==> config.mk <==
export PLATFORM = sky130hd
export DESIGN_NAME = regfile_sequencer
export DESIGN_NICKNAME = d
export VERILOG_FILES = /design/src/rtl/regfile_sequencer.sv
export SDC_FILE = /design/constraint.sdc
export NUM_CORES = 1
export LEC_CHECK = 0
export BUFFER_PORTS_ARGS = -buffer_cell sky130_fd_sc_hd__buf_2
export CORE_ASPECT_RATIO = 0.8
export CORE_MARGIN = 3
export CORE_UTILIZATION = 30
export DETAILED_ROUTE_END_ITERATION = 7
export REMOVE_ABC_BUFFERS = 1
export SETUP_SLACK_MARGIN = 0.1
export SLEW_MARGIN = 10
export SYNTH_ARGS = -nofsm -noshare
export SYNTH_HDL_FRONTEND = slang
export SYNTH_SLANG_ARGS = --single-unit
==> constraint.sdc <==
create_clock -name clk -period 5 [get_ports clk]
set_input_delay 0.5 -clock clk [delete_from_list [all_inputs] [get_ports clk]]
set_output_delay 0.5 -clock clk [all_outputs]
set_load 0.02 [all_outputs]
==> src/rtl/regfile_sequencer.sv <==
// ---------------------------------------------------------------------------
// regfile_sequencer
//   Micro-sequencer that owns the ports of a 4 x WIDTH single-write /
//   dual-read register file. It accepts one instruction at a time over a
//   valid/ready handshake, reads the two source registers, evaluates a
//   WIDTH-bit ALU (ADD / SUB / AND) and writes the result back. LDI writes
//   the immediate directly and skips the read/execute steps.
//
//   Build option:
//     REGSEQ_FASTPATH_EN  - drop the EXEC state; the ALU works straight off
//                           the RF read data during READ, so an ALU op
//                           writes one cycle earlier. LDI timing is the same.
//
//   Ports:
//     clk, reset           clock, asynchronous active-low reset
//     instr_valid/ready    instruction handshake (ready = sequencer idle)
//     instr_op/rd/rs1/rs2  opcode (00 LDI, 01 ADD, 10 SUB, 11 AND), regs
//     instr_imm            LDI immediate
//     rf_we, rf_addr_in,   RF write port (we high for one WRITE cycle)
//     rf_data
//     rf_addr_out1/2       RF read addresses (driven in READ)
//     rf_out1/2            RF combinational read data
//     busy                 instruction in flight
//     done                 one-cycle pulse after the RF write edge
//     flag_zero/carry      last ALU result == 0 / ADD carry, SUB borrow
// ---------------------------------------------------------------------------
module regfile_sequencer #(
    parameter int WIDTH = 8
) (
    input  logic             clk,
    input  logic             reset,
    input  logic             instr_valid,
    output logic             instr_ready,
    input  logic [1:0]       instr_op,
    input  logic [1:0]       instr_rd,
    input  logic [1:0]       instr_rs1,
    input  logic [1:0]       instr_rs2,
    input  logic [WIDTH-1:0] instr_imm,
    output logic             rf_we,
    output logic [1:0]       rf_addr_in,
    output logic [1:0]       rf_addr_out1,
    output logic [1:0]       rf_addr_out2,
    output logic [WIDTH-1:0] rf_data,
    input  logic [WIDTH-1:0] rf_out1,
    input  logic [WIDTH-1:0] rf_out2,
    output logic             busy,
    output logic             done,
    output logic             flag_zero,
    output logic             flag_carry
);

    localparam logic [1:0] OP_LDI = 2'b00;
    localparam logic [1:0] OP_ADD = 2'b01;
    localparam logic [1:0] OP_SUB = 2'b10;
    localparam logic [1:0] OP_AND = 2'b11;

    typedef enum logic [1:0] {
        IDLE  = 2'b00,
        READ  = 2'b01,
        EXEC  = 2'b10,
        WRITE = 2'b11
    } state_t;

    state_t state, state_nxt;

    logic [1:0]       op_q;
    logic [1:0]       rd_q;
    logic             accept;
    logic             load_result;
    logic [WIDTH-1:0] alu_a, alu_b;
    logic [WIDTH:0]   alu_wide;
    logic [WIDTH-1:0] alu_res;
    logic             alu_carry;

    assign accept      = instr_valid && (state == IDLE);
    assign instr_ready = (state == IDLE);
    assign busy        = (state != IDLE);
    // Combinational from state so an async reset drops the write enable
    // immediately, before any RF edge can sample it.
    assign rf_we       = (state == WRITE);

`ifdef REGSEQ_FASTPATH_EN
    // ALU sits directly behind the RF read ports; result captured at the
    // end of READ.
    assign alu_a       = rf_out1;
    assign alu_b       = rf_out2;
    assign load_result = (state == READ);
`else
    logic [WIDTH-1:0] opa_q, opb_q;

    // Operands are latched at the end of READ, so rd == rs1/rs2 is safe:
    // the RF write only happens two states later.
    always_ff @(posedge clk or negedge reset) begin
        if (!reset) begin
            opa_q <= '0;
            opb_q <= '0;
        end else if (state == READ) begin
            opa_q <= rf_out1;
            opb_q <= rf_out2;
        end
    end

    assign alu_a       = opa_q;
    assign alu_b       = opb_q;
    assign load_result = (state == EXEC);
`endif

    // ALU: one extra bit carries the ADD carry-out; for SUB the same bit is
    // the borrow (set iff a < b unsigned).
    always_comb begin
        alu_wide = '0;
        case (op_q)
            OP_ADD:  alu_wide = {1'b0, alu_a} + {1'b0, alu_b};
            OP_SUB:  alu_wide = {1'b0, alu_a} - {1'b0, alu_b};
            OP_AND:  alu_wide = {1'b0, alu_a & alu_b};
            default: alu_wide = '0;
        endcase
    end

    assign alu_res   = alu_wide[WIDTH-1:0];
    assign alu_carry = alu_wide[WIDTH];

    // -----------------------------------------------------------------------
    // FSM
    // -----------------------------------------------------------------------
    always_ff @(posedge clk or negedge reset) begin
        if (!reset) state <= IDLE;
        else        state <= state_nxt;
    end

    always_comb begin
        state_nxt = state;
        case (state)
            IDLE: begin
                if (accept) state_nxt = (instr_op == OP_LDI) ? WRITE : READ;
            end
`ifdef REGSEQ_FASTPATH_EN
            READ:  state_nxt = WRITE;
`else
            READ:  state_nxt = EXEC;
`endif
            EXEC:  state_nxt = WRITE;
            WRITE: state_nxt = IDLE;
            default: state_nxt = IDLE;
        endcase
    end

    // -----------------------------------------------------------------------
    // Datapath registers. Read addresses and write address/data are loaded
    // only when entering the state that uses them and hold otherwise.
    // -----------------------------------------------------------------------
    always_ff @(posedge clk or negedge reset) begin
        if (!reset) begin
            op_q         <= OP_LDI;
            rd_q         <= '0;
            rf_addr_in   <= '0;
            rf_addr_out1 <= '0;
            rf_addr_out2 <= '0;
            rf_data      <= '0;
            flag_zero    <= 1'b0;
            flag_carry   <= 1'b0;
            done         <= 1'b0;
        end else begin
            done <= (state == WRITE);

            if (accept) begin
                op_q <= instr_op;
                rd_q <= instr_rd;
                if (instr_op == OP_LDI) begin
                    // LDI goes straight to WRITE; flags are left alone.
                    rf_addr_in <= instr_rd;
                    rf_data    <= instr_imm;
                end else begin
                    rf_addr_out1 <= instr_rs1;
                    rf_addr_out2 <= instr_rs2;
                end
            end

            if (load_result) begin
                rf_addr_in <= rd_q;
                rf_data    <= alu_res;
                flag_zero  <= (alu_res == '0);
                flag_carry <= alu_carry;
            end
        end
    end

endmodule

==> impl_metrics.env, run 1 <==
export IMPL_rsz0062_at_grt="false"
export IMPL_cts_resized=0
export IMPL_arrival_ps=3150
export IMPL_htreeDepth=2
export IMPL_grt_max_degree=40
export IMPL_max_slew_margin_rel_pct=26.8
export IMPL_fin_skew_ps=5.05
export IMPL_ys_warn_count=0
export IMPL_synthTopCellsByArea="dfrtp_1, mux2_2, ha_1"
export IMPL_fin_crit_ps=2920
export IMPL_avgSynthCellArea_um2=10.3
export IMPL_regArea_um2=976
export IMPL_drt_initial_drc_count=59
export IMPL_status="complete, no violations"
export IMPL_cts_tree="done"
export IMPL_wl_per_cell_um=13.2
export IMPL_timing_setup_tns_ps=0
export IMPL_final_max_slew_viol_count=0
export IMPL_drt_total_wl_um=4990
export IMPL_multi_input_area_um2=1240
export IMPL_ys_seq_elements=39
export IMPL_syn_inst=222
export IMPL_grt_first_pass_wirelength_um=8540
export IMPL_critPathMaxFanout=8
export IMPL_io_pins=55
export IMPL_core_um2=7130
export IMPL_start_util_pct=32.1
export IMPL_path_clk_slew_ps=80
export IMPL_maxCapViolCount=0
export IMPL_drc=0
export IMPL_period_share_pct=58.5
export IMPL_synth_commonest_cells="dfrtp_1, mux2_2, ha_1, nor2_1, o21ai_0"
export IMPL_clockBufferDepth=2
export IMPL_antenna_cells=0
export IMPL_synth_ff_type="dfrtp_1"
export IMPL_cts_sinks=39
export IMPL_synth_most_common_cell="dfrtp_1"
export IMPL_place_gp_congestion=0.821
export IMPL_synth_cell_type_count=40
export IMPL_ctsHoldBuffers=0
export IMPL_dieWidth_um=104
export IMPL_hold_class="in2async"
export IMPL_cts_made_buffers=5
export IMPL_hold_viol_final=0
export IMPL_r2r_slack_ps=2080
export IMPL_synth_area_leader_cell="dfrtp_1"
export IMPL_synth_top_cell_area_share_pct=42.6
export IMPL_timing_hold_ws_ps=327
export IMPL_die_h_um=84.1
export IMPL_power_density_nw_per_um2=824
export IMPL_antenna_found_initial=0
export IMPL_postCtsSetupBuffers=0
export IMPL_row_count=27
export IMPL_cts_root_buffer="clkbuf_8"
export IMPL_syn_to_final_growth_pct=19.6
export IMPL_drtAntennaViolNets=0
export IMPL_track_usage_pct=12.0
export IMPL_final_cells=378
export IMPL_finalSetupViolCount=0
export IMPL_clock_fmax_mhz=342
export IMPL_clk_latency_ps=290
export IMPL_synth_edf_count=0
export IMPL_end_kind="flip-flop"
export IMPL_critical_path_class="reg2reg"
export IMPL_grt_remaining_overflow=0
export IMPL_dp_cells=370
export IMPL_cp_required_ps=5230
export IMPL_dp_hpwl_um=3820
export IMPL_grt_pass1_vias=1737
export IMPL_io_buffers=54
export IMPL_netlist_area_um2=2290
export IMPL_fillers=711
export IMPL_start_kind="flip-flop"
export IMPL_firstDrtPassIters=4
export IMPL_dieArea_um2=8720
export IMPL_async_flop_share_pct=100
export IMPL_vias_per_cell=4.66
export IMPL_r2r_cells=10
export IMPL_vias=1760
export IMPL_p_leak_uw=0.00127
export IMPL_yosysSeqAreaShare_pct=42.6
export IMPL_fin_nets=329
export IMPL_vdd_drop_max_uv=327
export IMPL_worstMarginPinSlew_ps=1090
export IMPL_drive_above_1_share_pct=31.8
export IMPL_final_util_pct=38.4
==> placed cells by master, fill, tap and decap left out, types with 2 or more instances in the layout <==
master,count
o31ai_1,2
o21a_1,2
xnor2_1,6
mux2_2,23
nand2_1,11
nor4_1,3
clkbuf_1,2
a21oi_1,7
nor3_1,4
nand3_1,7
ha_1,17
inv_1,12
a21o_1,2
mux2i_1,7
dfrtp_1,39
o21ai_0,15
a31oi_1,4
nor2b_1,5
nand2b_1,8
or3_1,3
a211oi_1,4
clkbuf_8,5
nor2_1,17
buf_2,54
==> layout make-up <==
class / instances / share of cell area [%]
inverters: 12 / 1.65
clock buffers: 7 / 2.79
repair buffers: 54 / 9.88
well taps: 101 / 4.62
multi-input cells: 164 / 45.2
flip-flops and latches: 39 / 35.7
clock inverters: 1 / 0.183
==> flip-flops by register name, summed over array words and instances (netlist names) <==
signal / flops
rf_addr_out1: 2
rf_addr_out2: 2
rf_data: 8
op_q: 2
rd_q: 2
rf_addr_in: 2
flag_carry: 1
alu_a: 8
flag_zero: 1
done: 1
state: 2
alu_b: 8
==> kinds of logic (layout without fill, tap and decap cells) <==
group | after synthesis | count (layout) | synth area share [%]
adder cells (fa/ha/maj) | 18 | 18 | 10.2
buffers and inverters | 19 | 74 | 3.28
multiplexers | 30 | 30 | 14.4
AO/OA/AOI/OAI | 43 | 43 | 11.8
XOR/XNOR | 7 | 7 | 2.68
flip-flops | 39 | 39 | 42.6
AND/OR/NAND/NOR | 66 | 66 | 15.1
==> per-stage QoR <==
stage                     instance area (um2)  total power (uW)  worst slack [ps]
after floorplan                          2260              1700              2320
after global placement                   2660              2010              2140
after detailed placement                 2660              2050              2080
after CTS                                2740              2270              2050
after global routing                     2740              2490              1860
final                                    2740              2250              2080
==> power by group <==
group | internal, uW | total, uW | switching (uW)
combinational | 650 | 1460 | 811
sequential | 470 | 587 | 117
clock | 97.9 | 205 | 107
total | 1220 | 2250 | 1040
==> worst paths after layout <==
| path | start | end |
|---|---|---|
| min | reset | alu_b[5] |
| max in group asynchronous | reset | state[0] |
| max | op_q[0] | flag_zero |
| min in group clk | rf_out1[0] | alu_a[0] |
| max reg2reg | op_q[0] | flag_zero |
| min reg2reg | rd_q[1] | rf_addr_in[1] |
==> critical path, cell delays in order (launching register included) <==
cell and delay, ps:
dfrtp_1 390, inv_1 90, ha_1 330, mux2_2 400, fa_1 420, nand2b_2 220, nand3_2 70, nand3_1 90
or3_1 380, nor4_1 270, a41o_1 200
==> metal layers <==
layer	routed length (um)	share of wire, %	global-route usage, %	up-vias
li1	-	-	-	896
met1	2690	54	17.9	814
met2	2000	40	16.7	45
met3	248	5.0	3.63	5
met4	44	0.88	3.26	0
met5	0	0	0	-
(Power assumes the default switching activity.)
==> run 2, diff against run 1 <==
- clock period: 5 -> 2.5 ns (I/O delays scaled with it)
==> impl_metrics.env, run 2 (same netlist as run 1, synthesis figures left out) <==
export IMPL_cp_common_cell="nand3_2"
export IMPL_critPathMaxFanout=3
export IMPL_wl_per_cell_um=12.9
export IMPL_rsz0062_at_grt="true"
export IMPL_track_usage_pct=12.3
export IMPL_clk_latency_ps=290
export IMPL_grt_max_degree=40
export IMPL_final_cell_mix="buf_2, dfrtp_1, buf_4"
export IMPL_die_h_um=84.1
export IMPL_clock_fmax_mhz=399
export IMPL_vias_per_cell=4.66
export IMPL_place_gp_congestion=0.771
export IMPL_dieArea_um2=8720
export IMPL_cp_top_family="simple AND/OR/NAND/NOR gates"
export IMPL_cts_tree="done"
export IMPL_start_kind="flip-flop"
export IMPL_htreeDepth=2
export IMPL_dieWidth_um=104
export IMPL_row_count=27
export IMPL_cts_made_buffers=5
export IMPL_max_slew_margin_rel_pct=42.6
export IMPL_vias=1907
export IMPL_drt_total_wl_um=5280
export IMPL_startpoint="op_q[0]"
export IMPL_io_buffers=54
export IMPL_dp_hpwl_um=3920
export IMPL_end_kind="flip-flop"
export IMPL_hold_class="in2async"
export IMPL_period_share_pct=100
export IMPL_violations="negative setup slack"
export IMPL_fin_crit_ps=2510
export IMPL_grt_remaining_overflow=0
export IMPL_fin_nets=360
export IMPL_worst_slack_ps=-6.40
export IMPL_drc=0
export IMPL_cts_root_buffer="clkbuf_8"
export IMPL_drtAntennaViolNets=0
export IMPL_clockBufferDepth=2
export IMPL_arrival_ps=2740
export IMPL_io_pins=55
export IMPL_critical_path_class="reg2reg"
export IMPL_cts_sinks=39
export IMPL_antenna_cells=0
export IMPL_antenna_found_initial=0
export IMPL_ctsHoldBuffers=0
export IMPL_fin_skew_ps=7.52
export IMPL_maxCapViolCount=0
export IMPL_critical_path_reg2reg_startpoint="op_q[0]"
export IMPL_cpPeakStageDelay_ps=390
export IMPL_hold_viol_final=0
export IMPL_grt_pass1_vias=1888
export IMPL_status="finished with violations"
export IMPL_final_max_slew_viol_count=0
export IMPL_worstMarginPinSlew_ps=861
export IMPL_syn_to_final_growth_pct=37.3
export IMPL_place_ws_ps=-172
export IMPL_cp_slowest_cell="or3_1"
export IMPL_path_clk_slew_ps=80
export IMPL_grt_first_pass_wirelength_um=8820
export IMPL_worstPathCellList="inv_1, ha_2, mux2_4, fa_2, nand2b_4, nand3_2, nand3_2, or3_1, nor4_2, a41o_1"
export IMPL_crit_buf_inv=1
export IMPL_drive_above_1_share_pct=47.4
export IMPL_start_util_pct=32.1
export IMPL_drt_initial_drc_count=80
export IMPL_layout_commonest_cell="buf_2"
export IMPL_firstDrtPassIters=6
export IMPL_finalSetupViolCount=1
export IMPL_cp_required_ps=2730
export IMPL_core_um2=7130
==> run 2: path summary, 6_finish.rpt <==
path,endpoint,slack [ps],depth (start not counted)
setup / recovery,flag_zero,-6,10
hold / removal,alu_b[6],60,1
setup reg to reg,flag_zero,-6,10
hold reg to reg,rf_addr_in[1],480,2
max in group asynchronous,state[1],1890,1
min in group clk,alu_a[0],180,3
==> run 2: layout make-up <==
cell class	instances	area (um2)
well taps	101	126
repair buffers	85	510
fillers	712	3990
flip-flops and latches	39	976
clock buffers	7	76.3
multi-input cells	164	1400
inverters	12	45.0
clock inverters	1	5.00
==> run 2: per-layer routing <==
layer | track usage [%] | vias up | wire length [um]
met3 | 3.56 | 8 | 324
met1 | 17.7 | 886 | 2670
li1 | - | 958 | -
met2 | 18.1 | 55 | 2220
met4 | 3.62 | 0 | 59
met5 | 0 | - | 0
==> run 2: worst reg2reg max path: stages, from the launching register on <==
cell and delay (ps):
dfrtp_1 380, inv_1 70, ha_2 210, mux2_4 320, fa_2 350, nand2b_4 160, nand3_2 70, nand3_2 60
or3_1 390, nor4_2 260, a41o_1 180
==> run 2: metrics by stage <==
| step | instances | hold WS (ps) | util, % | TNS [ps] | cell area [um2] |
|---|---|---|---|---|---|
| 4_1_cts | 405 | 104 | 42.5 | -15.0 | 3030 |
| 6_report | 409 | 62.0 | 44.1 | -6.40 | 3140 |
| 2_1_floorplan | 215 | -45.6 | - | -256 | 2260 |
| 3_3_place_gp | 392 | 416 | 39.6 | -136 | 2820 |
| 3_5_place_dp | 392 | 427 | 39.6 | -251 | 2820 |
| 5_1_grt | 409 | 142 | 44.1 | -446 | 3140 |
==> run 2: repair_timing <==
action                                  CTS  global route
endpoints found under the setup margin    7             7
pin swaps                                19            14
resized for setup                        23            15
setup buffers                             5             4
Power of run 2 is not shown: default switching activity piles up to over one toggle a cycle in this logic, so the estimate is an artifact.
==> run 3, diff against run 2 <==
- CORE_UTILIZATION: 30 -> 48
- GPL_ROUTABILITY_DRIVEN: default -> 0
- PLACE_DENSITY: default -> 0.76
==> impl_metrics.env, run 3 (same netlist as run 1, synthesis figures left out) <==
export IMPL_status="finished with violations"
export IMPL_violations="negative setup slack"
export IMPL_grt_pass1_vias=1848
export IMPL_core_um2=4390
export IMPL_final_cells=364
export IMPL_layout_commonest_cell="buf_2"
export IMPL_final_util_pct=71.2
export IMPL_drt_total_wl_um=5520
export IMPL_worstSetupPathDepth=11
export IMPL_path_clk_slew_ps=70
export IMPL_clock_fmax_mhz=391
export IMPL_dp_cells=346
export IMPL_clk_latency_ps=280
export IMPL_start_kind="flip-flop"
export IMPL_fin_nets=360
export IMPL_dp_hpwl_um=3740
export IMPL_worst_slack_ps=-54.7
export IMPL_hold_viol_final=0
export IMPL_vias_per_cell=5.45
export IMPL_timing_hold_ws_ps=66.2
export IMPL_drt_initial_drc_count=85
export IMPL_startpoint="alu_b[1]"
export IMPL_rsz0062_at_grt="true"
export IMPL_max_slew_margin_rel_pct=44.4
export IMPL_critical_path_reg2reg_startpoint="alu_b[1]"
export IMPL_ctsHoldBuffers=0
export IMPL_hold_class="in2async"
export IMPL_fin_crit_ps=2550
export IMPL_cts_made_buffers=5
export IMPL_dieArea_um2=5640
export IMPL_finalSetupViolCount=2
export IMPL_drive_above_1_share_pct=47.6
export IMPL_grt_max_degree=40
export IMPL_cp_common_cell="buf_6"
export IMPL_syn_to_final_growth_pct=36.5
export IMPL_start_util_pct=52.2
export IMPL_die_h_um=67.8
export IMPL_antenna_cells=0
export IMPL_io_buffers=54
export IMPL_io_pins=55
export IMPL_grt_first_pass_wirelength_um=8670
export IMPL_cp_top_family="simple AND/OR/NAND/NOR gates"
export IMPL_critical_path_class="reg2reg"
export IMPL_vias=1984
export IMPL_r2r_slack_ps=-50
export IMPL_cts_sinks=39
export IMPL_r2r_cells=11
export IMPL_grt_remaining_overflow=0
export IMPL_crit_buf_inv=2
export IMPL_cpPeakStageDelay_ps=400
export IMPL_clockBufferDepth=2
export IMPL_end_kind="flip-flop"
export IMPL_worstReg2RegEnd="flag_zero"
export IMPL_drtAntennaViolNets=0
export IMPL_final_cell_mix="buf_2, dfrtp_1, buf_4"
export IMPL_arrival_ps=2780
export IMPL_dieWidth_um=83.2
export IMPL_worstMarginPinSlew_ps=835
export IMPL_cp_slowest_cell="dfrtp_1"
export IMPL_timing_setup_tns_ps=-71.0
export IMPL_cts_root_buffer="clkbuf_8"
export IMPL_critPathCapture="flag_zero"
export IMPL_critPathMaxFanout=3
export IMPL_antenna_found_initial=0
export IMPL_maxCapViolCount=0
export IMPL_firstDrtPassIters=4
export IMPL_drc=0
export IMPL_worstPathCellList="buf_6, nor3_4, buf_6, a21oi_2, xnor2_1, ha_1, mux2_4, a32oi_2, nand3_2, nor4_1, a41o_1"
export IMPL_wl_per_cell_um=15.2
export IMPL_cp_required_ps=2720
export IMPL_final_max_slew_viol_count=0
export IMPL_htreeDepth=2
export IMPL_period_share_pct=102
export IMPL_track_usage_pct=19.4
export IMPL_row_count=21
export IMPL_fin_skew_ps=3.61
export IMPL_cts_tree="done"
[run 3: area by class of cell]
class	instances	area (um2)
Timing Repair Buffer	85	526
Clock buffer	6	82.6
Clock inverter	1	5.00
Fill cell	316	1260
Sequential cell	39	976
Tap cell	57	71.3
Inverter	12	45.0
Multi-Input combinational cell	164	1420
[run 3: worst min path at each step]
stage                      from  cells after the start       endpoint
after floorplan           reset                      0       alu_a[0]
after global placement    reset                      1  rf_addr_in[0]
after CTS                 reset                      1     rf_data[4]
after detailed placement  reset                      1           done
after global routing      reset                      1     rf_data[4]
final                     reset                      1           done
[run 3: layer usage]
metal,part of all wire [%],GRT usage (%)
met1,44,26.8
met5,0,0
met3,6.1,4.63
met2,48,30.3
met4,2.0,6.12
[run 3: through the flow]
step	setup WS (ps)	instance area, um2
after floorplan	-180	2260
after global placement	-82.8	2750
after detailed placement	-144	2750
after CTS	-13.8	2940
after global routing	-207	3120
final	-54.7	3120
[run 3: what timing repair did]
action	in CTS	in global routing
resized for setup	17	28
endpoints found under the setup margin	5	7
pin swaps	14	18
buffers inserted	4	7
cloned	0	0
Power of run 3 is left out for the same reason.
